<file path="src/rtl/wavetable_pkg.sv">
// wavetable_pkg: shared types, default widths and saturation helper for wavetable_voice_bank.
package wavetable_pkg;
   localparam int PHASE_W = 22;
   localparam int INC_W_DEF = 24;
   typedef enum logic [1:0] {NOTE_ON = 2'd0, NOTE_OFF = 2'd1, SET_INC = 2'd2, NOP = 2'd3} voice_op_e;
   typedef enum logic [2:0] {IDLE, RD0, RD1, CALC, ADV, DONE} fsm_state_e;
   typedef struct packed {
      logic [PHASE_W-1:0] phase;
      logic [INC_W_DEF-1:0] inc;
      logic loop;
      logic active;
   } voice_t;
   function automatic logic signed [31:0] sat(input logic signed [31:0] a, input int w);
      logic signed [31:0] hi;
      hi = (32'sd1 <<< (w - 1)) - 32'sd1;
      return a > hi ? hi : (a < -hi - 32'sd1 ? -hi - 32'sd1 : a);
   endfunction
endpackage

</file>
<file path="src/rtl/wavetable_voice_bank_linear_interp.sv">
// linear_interp: s0 + ((s1-s0)*frac >>> FRAC_BITS), rounding toward -inf.
module linear_interp #(
   parameter int SAMPLE_W = 16,
   parameter int FRAC_BITS = 16
) (
   input  logic signed [SAMPLE_W-1:0] s0,
   input  logic signed [SAMPLE_W-1:0] s1,
   input  logic [FRAC_BITS-1:0] frac,
   output logic signed [SAMPLE_W-1:0] lerp
);
   localparam int PRW = SAMPLE_W + FRAC_BITS + 2;
   logic signed [SAMPLE_W:0] diff;
   logic signed [PRW-1:0] prod;
   assign diff = (SAMPLE_W + 1)'(s1) - (SAMPLE_W + 1)'(s0);
   assign prod = PRW'(diff) * PRW'($signed({1'b0, frac}));
   assign lerp = s0 + SAMPLE_W'(prod >>> FRAC_BITS);
endmodule

</file>
<file path="src/rtl/wavetable_voice_bank.sv">
// wavetable_voice_bank: time-multiplexed wavetable voices summed into one saturated sample per tick.
// LINEAR_INTERP_EN adds the RD1 slot and linear interpolation; otherwise nearest-lower sample.
module wavetable_voice_bank
   import wavetable_pkg::*;
#(
   parameter int NUM_VOICES = 4,
   parameter int CLIP_LEN = 64,
   parameter int SAMPLE_W = 16,
   parameter int FRAC_BITS = 16,
   parameter int INC_W = 24
) (
   input  logic mclk,
   input  logic rst,
   input  logic sample_tick,
   input  logic cmd_valid,
   output logic cmd_ready,
   input  logic [$clog2(NUM_VOICES)-1:0] cmd_voice,
   input  logic [1:0] cmd_op,
   input  logic [INC_W-1:0] cmd_inc,
   input  logic cmd_loop,
   output logic [$clog2(CLIP_LEN)-1:0] mem_addr,
   input  logic signed [SAMPLE_W-1:0] mem_rdata,
   output logic signed [SAMPLE_W-1:0] mix_sample,
   output logic mix_valid,
   output logic [NUM_VOICES-1:0] voice_active,
   output logic overrun
);
   localparam int IW = $clog2(CLIP_LEN);
   localparam int VW = $clog2(NUM_VOICES);
   localparam int AW = SAMPLE_W + VW + 1;
   localparam int SW = (PHASE_W > INC_W_DEF ? PHASE_W : INC_W_DEF) + 1;
   fsm_state_e state, state_n;
   voice_t voices [NUM_VOICES];
   voice_t cv;
   logic [VW-1:0] v;
   logic [IW-1:0] idx;
   logic [SW-1:0] sum;
   logic signed [AW-1:0] acc, cx;
   logic signed [SAMPLE_W-1:0] contrib;
   logic last;
   assign cv = voices[v];
   assign idx = cv.phase[PHASE_W-1:FRAC_BITS];
   assign last = v == VW'(NUM_VOICES - 1);
   assign sum = SW'(cv.phase) + SW'(cv.inc);
   assign cx = AW'(contrib);
   assign cmd_ready = state == IDLE && !sample_tick && !rst;
   for (genvar g = 0; g < NUM_VOICES; g++) begin : g_act
      assign voice_active[g] = voices[g].active;
   end
`ifdef LINEAR_INTERP_EN
   localparam fsm_state_e AFTER_RD0 = RD1;
   logic signed [SAMPLE_W-1:0] s0, lerp;
   logic [IW-1:0] nidx;
   // one-shot voices clamp the upper neighbour at the clip end instead of wrapping
   assign nidx = (cv.loop || !(&idx)) ? idx + IW'(1) : idx;
   assign mem_addr = rst ? '0 : state == RD0 ? idx : state == RD1 ? nidx : '0;
   assign contrib = lerp;
   linear_interp #(.SAMPLE_W(SAMPLE_W), .FRAC_BITS(FRAC_BITS)) u_interp (
      .s0(s0),
      .s1(mem_rdata),
      .frac(cv.phase[FRAC_BITS-1:0]),
      .lerp(lerp)
   );
`else
   localparam fsm_state_e AFTER_RD0 = CALC;
   assign mem_addr = rst ? '0 : state == RD0 ? idx : '0;
   assign contrib = mem_rdata;
`endif
   always_ff @(posedge mclk) begin
      if (rst) state <= IDLE;
      else state <= state_n;
   end
   always_comb begin
      state_n = state;
      case (state)
         IDLE: state_n = sample_tick ? RD0 : IDLE;
         RD0: state_n = AFTER_RD0;
         RD1: state_n = CALC;
         CALC: state_n = ADV;
         ADV: state_n = last ? DONE : RD0;
         default: state_n = IDLE;
      endcase
   end
   always_ff @(posedge mclk) begin
      if (rst) begin
         for (int i = 0; i < NUM_VOICES; i++) voices[i] <= '0;
         acc <= '0;
         v <= '0;
         mix_sample <= '0;
         mix_valid <= 1'b0;
         overrun <= 1'b0;
`ifdef LINEAR_INTERP_EN
         s0 <= '0;
`endif
      end else begin
         mix_valid <= state == ADV && last;
         if (sample_tick && state != IDLE) overrun <= 1'b1;
         if (state == IDLE) v <= '0;
         if (cmd_valid && cmd_ready) begin
            case (voice_op_e'(cmd_op))
               NOTE_ON: voices[cmd_voice] <= '{phase: '0, inc: INC_W_DEF'(cmd_inc), loop: cmd_loop, active: 1'b1};
               NOTE_OFF: voices[cmd_voice].active <= 1'b0;
               SET_INC: voices[cmd_voice].inc <= INC_W_DEF'(cmd_inc);
               default: ;
            endcase
         end
`ifdef LINEAR_INTERP_EN
         if (state == RD1) s0 <= mem_rdata;
`endif
         if (state == CALC && cv.active) acc <= acc + cx;
         if (state == ADV) begin
            v <= v + VW'(1);
            // a one-shot voice that runs off the clip end stops and rewinds
            if (cv.active && !cv.loop && |sum[SW-1:PHASE_W]) begin
               voices[v].phase <= '0;
               voices[v].active <= 1'b0;
            end else if (cv.active) voices[v].phase <= sum[PHASE_W-1:0];
            if (last) mix_sample <= SAMPLE_W'(sat(32'(acc), SAMPLE_W));
         end
         if (state == DONE) acc <= '0;
      end
   end
endmodule
</file>
<file path="config.mk">
export PLATFORM = sky130hd
export DESIGN_NAME = wavetable_voice_bank
export DESIGN_NICKNAME = d
export VERILOG_FILES = /design/src/rtl/wavetable_pkg.sv /design/src/rtl/wavetable_voice_bank_linear_interp.sv /design/src/rtl/wavetable_voice_bank.sv
export SDC_FILE = /design/constraint.sdc
export NUM_CORES = 1
export LEC_CHECK = 0
export CAP_MARGIN = 15
export CORE_AREA = 2 2 167 169
export CTS_CLUSTER_SIZE = 16
export DETAILED_ROUTE_END_ITERATION = 16
export DIE_AREA = 0 0 169 171
export HOLD_SLACK_MARGIN = 0.03
export PLACE_DENSITY = 0.69
export SKIP_CTS_REPAIR_TIMING = 1
export SYNTH_ARGS = -nofsm -noshare
export SYNTH_HDL_FRONTEND = slang
export SYNTH_HIERARCHICAL = 1
export SYNTH_SLANG_ARGS = --single-unit
</file>
<file path="constraint.sdc">
create_clock -name mclk -period 7.65 [get_ports mclk]
set_input_delay 1.53 -clock mclk [delete_from_list [all_inputs] [get_ports mclk]]
set_output_delay 1.53 -clock mclk [all_outputs]
set_load 0.03 [all_outputs]
</file>
## Word level (Yosys, flattened, before mapping)

Memory sizes are Yosys's and may differ from the RTL's. A register that Yosys moved wholly into a read port is not among the register bits.
Index checks and enable logic that the tools add are counted.

| word-level totals | value |
|---|---|
| input bits | 49 |
| memories kept | 1 |
| word-level logic and storage cells | 87 |
| output and inout bits | 29 |
| flip-flop bits (word level) | 42 |
| bits in writable memories | 192 |

Memory list:

| name | depth | bits a word | rd ports | clocked after memory_dff | wr ports | RTL line | source |
|---|---|---|---|---|---|---|---|
| voices | 4 | 48 | 5 | 1 | 4 | wavetable_voice_bank.sv:33 | `voice_t voices [NUM_VOICES];` |

| cells by class | value |
|---|---|
| equality and inequality tests | 8 |
| $lt $le $gt $ge | 2 |
| add/subtract/negate cells | 3 |
| bitwise logic cells | 3 |
| reduce and logical (&&, ||, !) cells | 21 |
| muxes and demuxes | 43 |

Operators by type and width:

| kind | count |
|---|---|
| 48-bit two-way mux | 2 |
| 48-bit OR reduction | 2 |
| 16-bit two-way mux | 2 |
| 22-bit by 24-bit adder with 25-bit output | 1 |
| 1-bit two-way mux | 25 |
| 24-bit two-way mux | 1 |
| 22-bit two-way mux | 1 |
| 19-bit by 16-bit adder with 19-bit output | 1 |
| 19-bit by 16-bit greater-than comparator with 1-bit output, second input constant | 1 |
| 19-bit by 16-bit < comparator with 1-bit output, second input constant | 1 |
| 2-bit two-way mux | 6 |
| 6-bit two-way mux | 2 |
| 3-bit case mux with 4 select lines | 1 |
| 1-bit logical AND | 8 |
| 3-bit by 2-bit == test with 1-bit output, second input constant | 2 |
| 3-bit == test, second input constant | 2 |
| 3-bit two-way mux | 2 |
| 2-bit == test, second input constant | 2 |
| 4-bit two-way mux | 1 |
| 2-bit OR reduction | 2 |
| 3-bit by 1-bit == test with 1-bit output, second input constant | 1 |
| 1-bit zero test | 3 |
| 3-bit zero test | 1 |
| 1-bit OR | 3 |
| other kinds (7) | 7 |

## Longest topological paths before layout

Gate-level depths: netlist (run 1).

| logic depth | value |
|---|---|
| depth after elaboration | 11 |
| mapped depth | 15 |

## Worst setup path after synthesis (run 1)

OpenSTA, ideal clock, no wires.

| path | value |
|---|---|
| kind | register to register |
| start | register with a tool-made name |
| end | memory voices[1][35] (netlist bit), data pin |
| data arrival time | 4.110 ns |
| required time | 7.513 ns |
| library setup time | 0.137 ns |
| period minus slack after synthesis | 4.247 ns |
| path buffers | 5 |
| path slack | 3.403 ns |
| cell stages (with the launch flop) | 16 |
| path through | dfxtp_1 buf_6 buf_1 buf_2 mux4_2 ha_1 clkbuf_1 a21o_1 a21oi_1 o31ai_1 o31ai_4 o2111ai_2 mux2i_4 o2111ai_2 buf_6 nor2_2 |

RTL lines:

| item | RTL line |
|---|---|
| end: declaration | wavetable_voice_bank.sv:33 |

==> results.toml, run 1 <==
[synthesis]
ys_top_cells_by_count = "sky130_fd_sc_hd__edfxtp_1, sky130_fd_sc_hd__nor2_1, sky130_fd_sc_hd__nand2_1"
synth_edf_count = 192
yosys_warnings = 6
synth_fp_nets = 1119
area_fraction_of_the_dominant_cell_type_after_synthesis_pct = 47.73
register_area_share_after_synthesis_pct = 55.02
netlist_area_sq_um = 12080
synth.ff_latch_count = 236
synth-main-ff-cell = "sky130_fd_sc_hd__edfxtp_1"
synth_top_family_by_area = "simple AND/OR/NAND/NOR gates"
adder_cell_area_share_of_the_yosys_netlist_pct = 4.578
synth.lib_cells_used.distinct = 72
share_of_the_synthesized_netlist_area_taken_by_xor_and_xnor_gates_pct = 2.175
synth.largest_area_cell = "sky130_fd_sc_hd__edfxtp_1"
synth.top_cells.by_area = "sky130_fd_sc_hd__edfxtp_1, sky130_fd_sc_hd__mux4_2, sky130_fd_sc_hd__dfxtp_1, sky130_fd_sc_hd__nor2_1, sky130_fd_sc_hd__ha_1"
synth.mux.area_fraction_pct = 9.964
synthMostInstantiatedCell = "sky130_fd_sc_hd__edfxtp_1"
synth_simple_gate_area_share_pct = 14.96
async_sr_flop_fraction_pct = 0
synthesis.area_per_instance_sq_um = 11.76
synth-compound-area-share_pct = 9.891
synth_cells = 1027

[global_routing]
first_global_vias = 7738
grt_util_all_layers_pct = 18.65
gr-usage-met3_pct = 2.336
grtUsageMet1_pct = 26.39
antenna_found_initial = 0
use_met2_pct = 30.49
grt_max_degree = 43
grt_first_pass_wirelength_um = 42100
grt_overflow = 0
grt_busiest_layer = "met2"

[clock_tree]
cts_max_level = 1
cts-buffers-inserted = 25
ctsLongestPathBuffers = 3
ctsRootBufferMaster = "sky130_fd_sc_hd__clkbuf_16"
cts.reportedPaths.clkPinSlew_ns = 0.06
clock_sinks = 236
clock_insertion_delay_worst_skew_ns = 0.53
tritoncts = "done"

[worst_setup_path]
timing.critical_path.to_type = "flip-flop"
critPathSlowestCell = "sky130_fd_sc_hd__nand2b_1"
path_class = "input port to flip-flop"
path_buf_inv = 3
cp_data_arrival_time_ns = 5.31
startpoint = "rst"
critical_path.top_delay_family = "simple AND/OR/NAND/NOR gates"
path_max_fanout = 27
crit_chain = "clkdlybuf4s50_1 -> nor3_4 -> nand3_1 -> a21oi_2 -> buf_4 -> a31oi_1 -> a21oi_2 -> nand2_1 -> nand2b_1 -> buf_4"
cp_slowest_stage_delay_ns = 0.73
timing.critical_path.from_type = "input port"
cp_data_required_time_ns = 7.87

[flow_run]
max-cap-violations = 0

[power]
vdd.ir_drop.worst_mv = 0.1456
totalPowerFinal_mw = 3.019
p_leak_nw = 5.202
power.density_cell_area_nw_per_um2 = 215.6

[timing]
unrepaired_setup_endpoints_after_global_routing = "no"
number_of_endpoints_failing_setup_at_the_final_stage = 0
fin_worst_skew_ns = 0.01783
maxClockFrequency_ghz = 0.1963
finalSetupTns_ns = 0
hold_slack_ns = 0.4538
worst_pin_slew_ns = 1.099
minimum_setup_slack_in_the_final_design_ns = 2.556
period_share_pct = 66.59
finalCriticalPeriod_ns = 5.094
slew_violations = 0
slew_headroom_pct = 26.74
timing.final.hold_violations = 0

[floorplan]
core-area_sq_um = 27320
row_count = 61
dieArea_sq_um = 28900
die_y_um = 171
die-width_um = 169
io_pins = 78
initial_core_util_pct = 44.21

[finish]
nets = 1184
antenna_cells = 0
nFillCells = 2414
area.growth.synth_to_final_pct = 15.91
layoutNonFillerInstCount = 1457
finish.instance_area_sq_um = 14000
final_core_utilization_pct = 51.25
drive_above_1_share_pct = 14.94

[placement]
place_ws_ns = 1.966
placedCellCount = 1410
placed_area_sq_um = 13120
place.detailed.hpwl_um = 18190
gpl.final_weighted_congestion = 0.8730
placement.io_buffers = 77

[drt]
via_per_inst = 5.538
drtIter0Drc = 648
wirelength_um = 26790
ant_nets = 0
wire_length_per_cell_um = 18.39
drtPass1Iterations = 5
vias = 8069
drt_drc_violations_left = 0

[hold_path]
min_path_type = "flip-flop to flip-flop"
hold_path.startpoint = "mix_sample[3]"

[outcome]
result_of_the_run = "complete, no violations"
## cells in the final DEF, fill, tap and decap left out, types with 5 or more instances in the layout
cell	n
sky130_fd_sc_hd__a21o_1	16
sky130_fd_sc_hd__a21oi_1	64
sky130_fd_sc_hd__a31oi_1	5
sky130_fd_sc_hd__and3_1	10
sky130_fd_sc_hd__buf_4	10
sky130_fd_sc_hd__bufinv_16	5
sky130_fd_sc_hd__clkbuf_16	25
sky130_fd_sc_hd__clkdlybuf4s50_1	77
sky130_fd_sc_hd__clkinv_2	6
sky130_fd_sc_hd__dfxtp_1	42
sky130_fd_sc_hd__edfxtp_1	192
sky130_fd_sc_hd__ha_1	41
sky130_fd_sc_hd__inv_1	42
sky130_fd_sc_hd__mux2i_1	10
sky130_fd_sc_hd__mux4_2	48
sky130_fd_sc_hd__nand2_1	70
sky130_fd_sc_hd__nand2b_1	11
sky130_fd_sc_hd__nand3_1	17
sky130_fd_sc_hd__nand4_1	5
sky130_fd_sc_hd__nor2_1	177
sky130_fd_sc_hd__nor2_2	30
sky130_fd_sc_hd__nor2b_1	10
sky130_fd_sc_hd__nor3_1	24
sky130_fd_sc_hd__nor3_2	5
sky130_fd_sc_hd__o21a_1	8
sky130_fd_sc_hd__o21ai_0	44
sky130_fd_sc_hd__or2_2	6
sky130_fd_sc_hd__or3_1	8
sky130_fd_sc_hd__xnor2_1	13
sky130_fd_sc_hd__xor2_1	17
## flip-flops by register name, indices dropped and copies added (netlist names), named ones only
| register | count |
|---|---|
| acc | 19 |
| state | 3 |
| mix_valid | 1 |
| mix_sample | 16 |
| voices | 192 |
| v | 2 |
| overrun | 1 |
## worst min-delay path, cell delays in order, from the launching register on
cell	delay, ns
sky130_fd_sc_hd__dfxtp_1	0.31
sky130_fd_sc_hd__nand2_1	0.05
sky130_fd_sc_hd__a21oi_1	0.05
## power breakdown
group / total (mW) / internal, mW / switching (mW) / leakage [nW]
logic: 0.290 / 0.117 / 0.174 / 2.45
registers: 1.46 / 1.43 / 0.0252 / 2.34
clock network: 1.27 / 0.769 / 0.500 / 0.415
total: 3.02 / 2.32 / 0.698 / 5.20
## final timing paths
path	to	slack, ns	cells past startpoint
min reg2reg	mix_sample[3]	0.45	2
max reg2reg	voices[1][30]	2.66	13
max	voices[2][24]	2.56	10
min	mix_sample[3]	0.45	2
## routing by layer
layer	up-vias	wire, um
met4	0	614
met1	3933	12210
li1	3878	-
met3	50	1297
met2	208	12670
met5	-	0
## final cells by class
class                   count  area [sq um]  share of cell area, %
multi-input cells         699          5027                  35.90
well taps                 346         432.9                  3.092
clock buffers              28         636.9                  4.548
repair buffers             88         873.3                  6.237
clock inverters            18         222.7                  1.591
inverters                  42         157.7                  1.126
flip-flops and latches    236          6651                  47.50
## kinds of logic after synthesis
kind of cell / Yosys count
and+or+nand+nor: 388
DFF: 236
AOI/OAI and AO/OA: 179
buffers and inverters: 92
muxes: 59
adders and majority gates: 43
xor gates and xnor gates: 30
Note: power is estimated with default switching activity, not from simulation.
==> run 2: changes to the inputs <==
Clock period 7.65 ns to 4.7 ns, I/O delays scaled along.
==> run 2 against run 1 <==
  * Sequential share of layout area barely moved
  * Via count rose by 0.24%
  * Wire length rose by 1.2%
  * Worst hold slack got worse by 0.0028 ns
  * Flip-flop and latch count did not move
  * Die area did not move
  * Largest cell class unchanged
  * Sequential power rose by 62%
  * Cell count rose by 0.89%
  * Utilization barely moved
  * Global-route usage rose by 0.33 points
  * Setup slack got worse by 2.0 ns
  * Clock-buffer cell count rose by 5
==> results.toml, run 2 (same netlist as run 1, synthesis figures left out) <==
[hold_path]
min_path_type = "flip-flop to flip-flop"
hold_path.startpoint = "mix_sample[2]"

[finish]
max_flop_register = "voices"
top_library_cells_by_usage_in_the_layout_fill_and_taps_aside = "sky130_fd_sc_hd__edfxtp_1, sky130_fd_sc_hd__nor2_1, sky130_fd_sc_hd__clkdlybuf4s50_1"
area.growth.synth_to_final_pct = 15.95
layout_commonest_cell = "sky130_fd_sc_hd__edfxtp_1"
antenna_cells = 0
nets = 1197
nFillCells = 2395
final_core_utilization_pct = 51.26
drive_above_1_share_pct = 15.39
largestRegisters = "voices (192), acc (19), mix_sample (16)"
largest_register_ffs = 192

[drt]
drt_drc_violations_left = 0
vias = 8088
via_per_inst = 5.502
drtPass1Iterations = 5
drtIter0Drc = 625
wirelength_um = 27110
wire_length_per_cell_um = 18.44
ant_nets = 0

[floorplan]
row_count = 61
die_y_um = 171
dieArea_sq_um = 28900
initial_core_util_pct = 44.21
die-width_um = 169
io_pins = 78
core-area_sq_um = 27320

[flow_run]
max-cap-violations = 0

[timing]
slew_headroom_pct = 34.17
finalSetupTns_ns = 0
unrepaired_setup_endpoints_after_global_routing = "no"
period_share_pct = 88.74
number_of_endpoints_failing_setup_at_the_final_stage = 0
maxClockFrequency_ghz = 0.2398
fin_worst_skew_ns = 0.01385
worst_pin_slew_ns = 0.9875
timing.final.hold_violations = 0
finalCriticalPeriod_ns = 4.171
slew_violations = 0

[worst_setup_path]
ff2ff_setup_slack_ns = 0.53
path_max_fanout = 25
r2r-end = "voices[3][41]"
timing.critical_path.to_type = "flip-flop"
worstRegToRegCells = 11
cp_data_required_time_ns = 4.94
timing.critical_path.from_type = "flip-flop"
worstSetupEndpoint = "voices[3][41]"
cp_data_arrival_time_ns = 4.41
path_class = "flip-flop to flip-flop"

[power]
cellInternalPower_mw = 3.635
clkPwrFrac_pct = 40.1
vdd.ir_drop.worst_mv = 0.2425
power.density_cell_area_nw_per_um2 = 340.1
seq_power_share_pct = 49.8
p_leak_nw = 5.225
comb_power_share_pct = 10.1
switchingPower_mw = 1.129
switching_share_pct = 23.70

[global_routing]
antenna_found_initial = 0
first_global_vias = 8002
grt_util_all_layers_pct = 18.99
grt_first_pass_wirelength_um = 43160
grt_overflow = 0
grt_max_degree = 43

[clock_tree]
clock_insertion_delay_worst_skew_ns = 0.53
cts.reportedPaths.clkPinSlew_ns = 0.06
cts-buffers-inserted = 25
ctsLongestPathBuffers = 3
tritoncts = "done"
clock_sinks = 236
ctsRootBufferMaster = "sky130_fd_sc_hd__clkbuf_16"
cts_max_level = 1

[placement]
placement.io_buffers = 77
place.detailed.hpwl_um = 18670
gpl.final_weighted_congestion = 0.8817

[outcome]
result_of_the_run = "complete, no violations"
==> run 2: critical path, stage by stage (launching register included) <==
cell and delay [ns]:
sky130_fd_sc_hd__dfxtp_4 0.51, sky130_fd_sc_hd__buf_4 0.31, sky130_fd_sc_hd__mux4_2 0.58, sky130_fd_sc_hd__ha_1 0.37
sky130_fd_sc_hd__o21a_1 0.20, sky130_fd_sc_hd__o31a_1 0.14, sky130_fd_sc_hd__o311ai_2 0.41, sky130_fd_sc_hd__nand3_2 0.19
sky130_fd_sc_hd__o22ai_2 0.25, sky130_fd_sc_hd__mux2i_4 0.15, sky130_fd_sc_hd__o21ai_4 0.65, sky130_fd_sc_hd__nor2_1 0.12
==> run 2: metrics by stage <==
stage                     setup slack, ns  instance area (sq um)  power (mW)  hold WS (ns)  std cells
after floorplan                    0.4526                  12080       2.731        0.4643       1027
after detailed placement           0.5677                  13220       2.897        0.4461       1424
after global placement             0.6270                  13220       2.889        0.4413       1424
after CTS                          0.5025                  14010       4.801        0.4550       1470
after global routing               0.2824                  14010       4.937        0.4789       1470
final                              0.5293                  14010       4.764        0.4511       1470
==> run 2: cell type report <==
| cell class | instances | area (sq um) | share of cell area, % |
|---|---|---|---|
| clock buffers | 33 | 665.6 | 4.752 |
| clock inverters | 13 | 121.4 | 0.8665 |
| inverters | 42 | 157.7 | 1.125 |
| multi-input cells | 699 | 5027 | 35.89 |
| flip-flops and latches | 236 | 6651 | 47.49 |
| well taps | 346 | 432.9 | 3.091 |
| repair buffers | 101 | 950.9 | 6.789 |
==> run 2: per-layer routing <==
layer  track usage (%)  share of wire [%]  routed length, um
met1             26.60                 45              12140
met2             30.92                 48              12970
met3             3.331                5.6               1513
met4             4.757                1.8                484
met5                 0                  0                  0
==> run 2: worst min path at each step <==
| stage | endpoint | slack (ns) | depth (start not counted) |
|---|---|---|---|
| after CTS | mix_sample[0] | 0.46 | 2 |
| final | mix_sample[2] | 0.45 | 2 |
| after global routing | mix_sample[9] | 0.48 | 2 |
| after global placement | mix_sample[5] | 0.44 | 2 |
| after detailed placement | mix_sample[14] | 0.45 | 2 |
| after floorplan | acc[12] | 0.46 | 2 |
==> run 2: power by group through the flow <==
stage	Clock, mW	Sequential [mW]	Combinational, mW
2_1_floorplan	0	2.40	0.333
3_3_place_gp	0	2.41	0.475
3_5_place_dp	0	2.42	0.479
4_1_cts	1.94	2.37	0.482
5_1_grt	2.03	2.38	0.526
6_report	1.91	2.37	0.482
==> run 3: changes to the inputs <==
Settings changed: GPL_ROUTABILITY_DRIVEN set to 0.
==> results of run 3 <==
No change in the layout: final DEF, timing and power equal those of run 2.
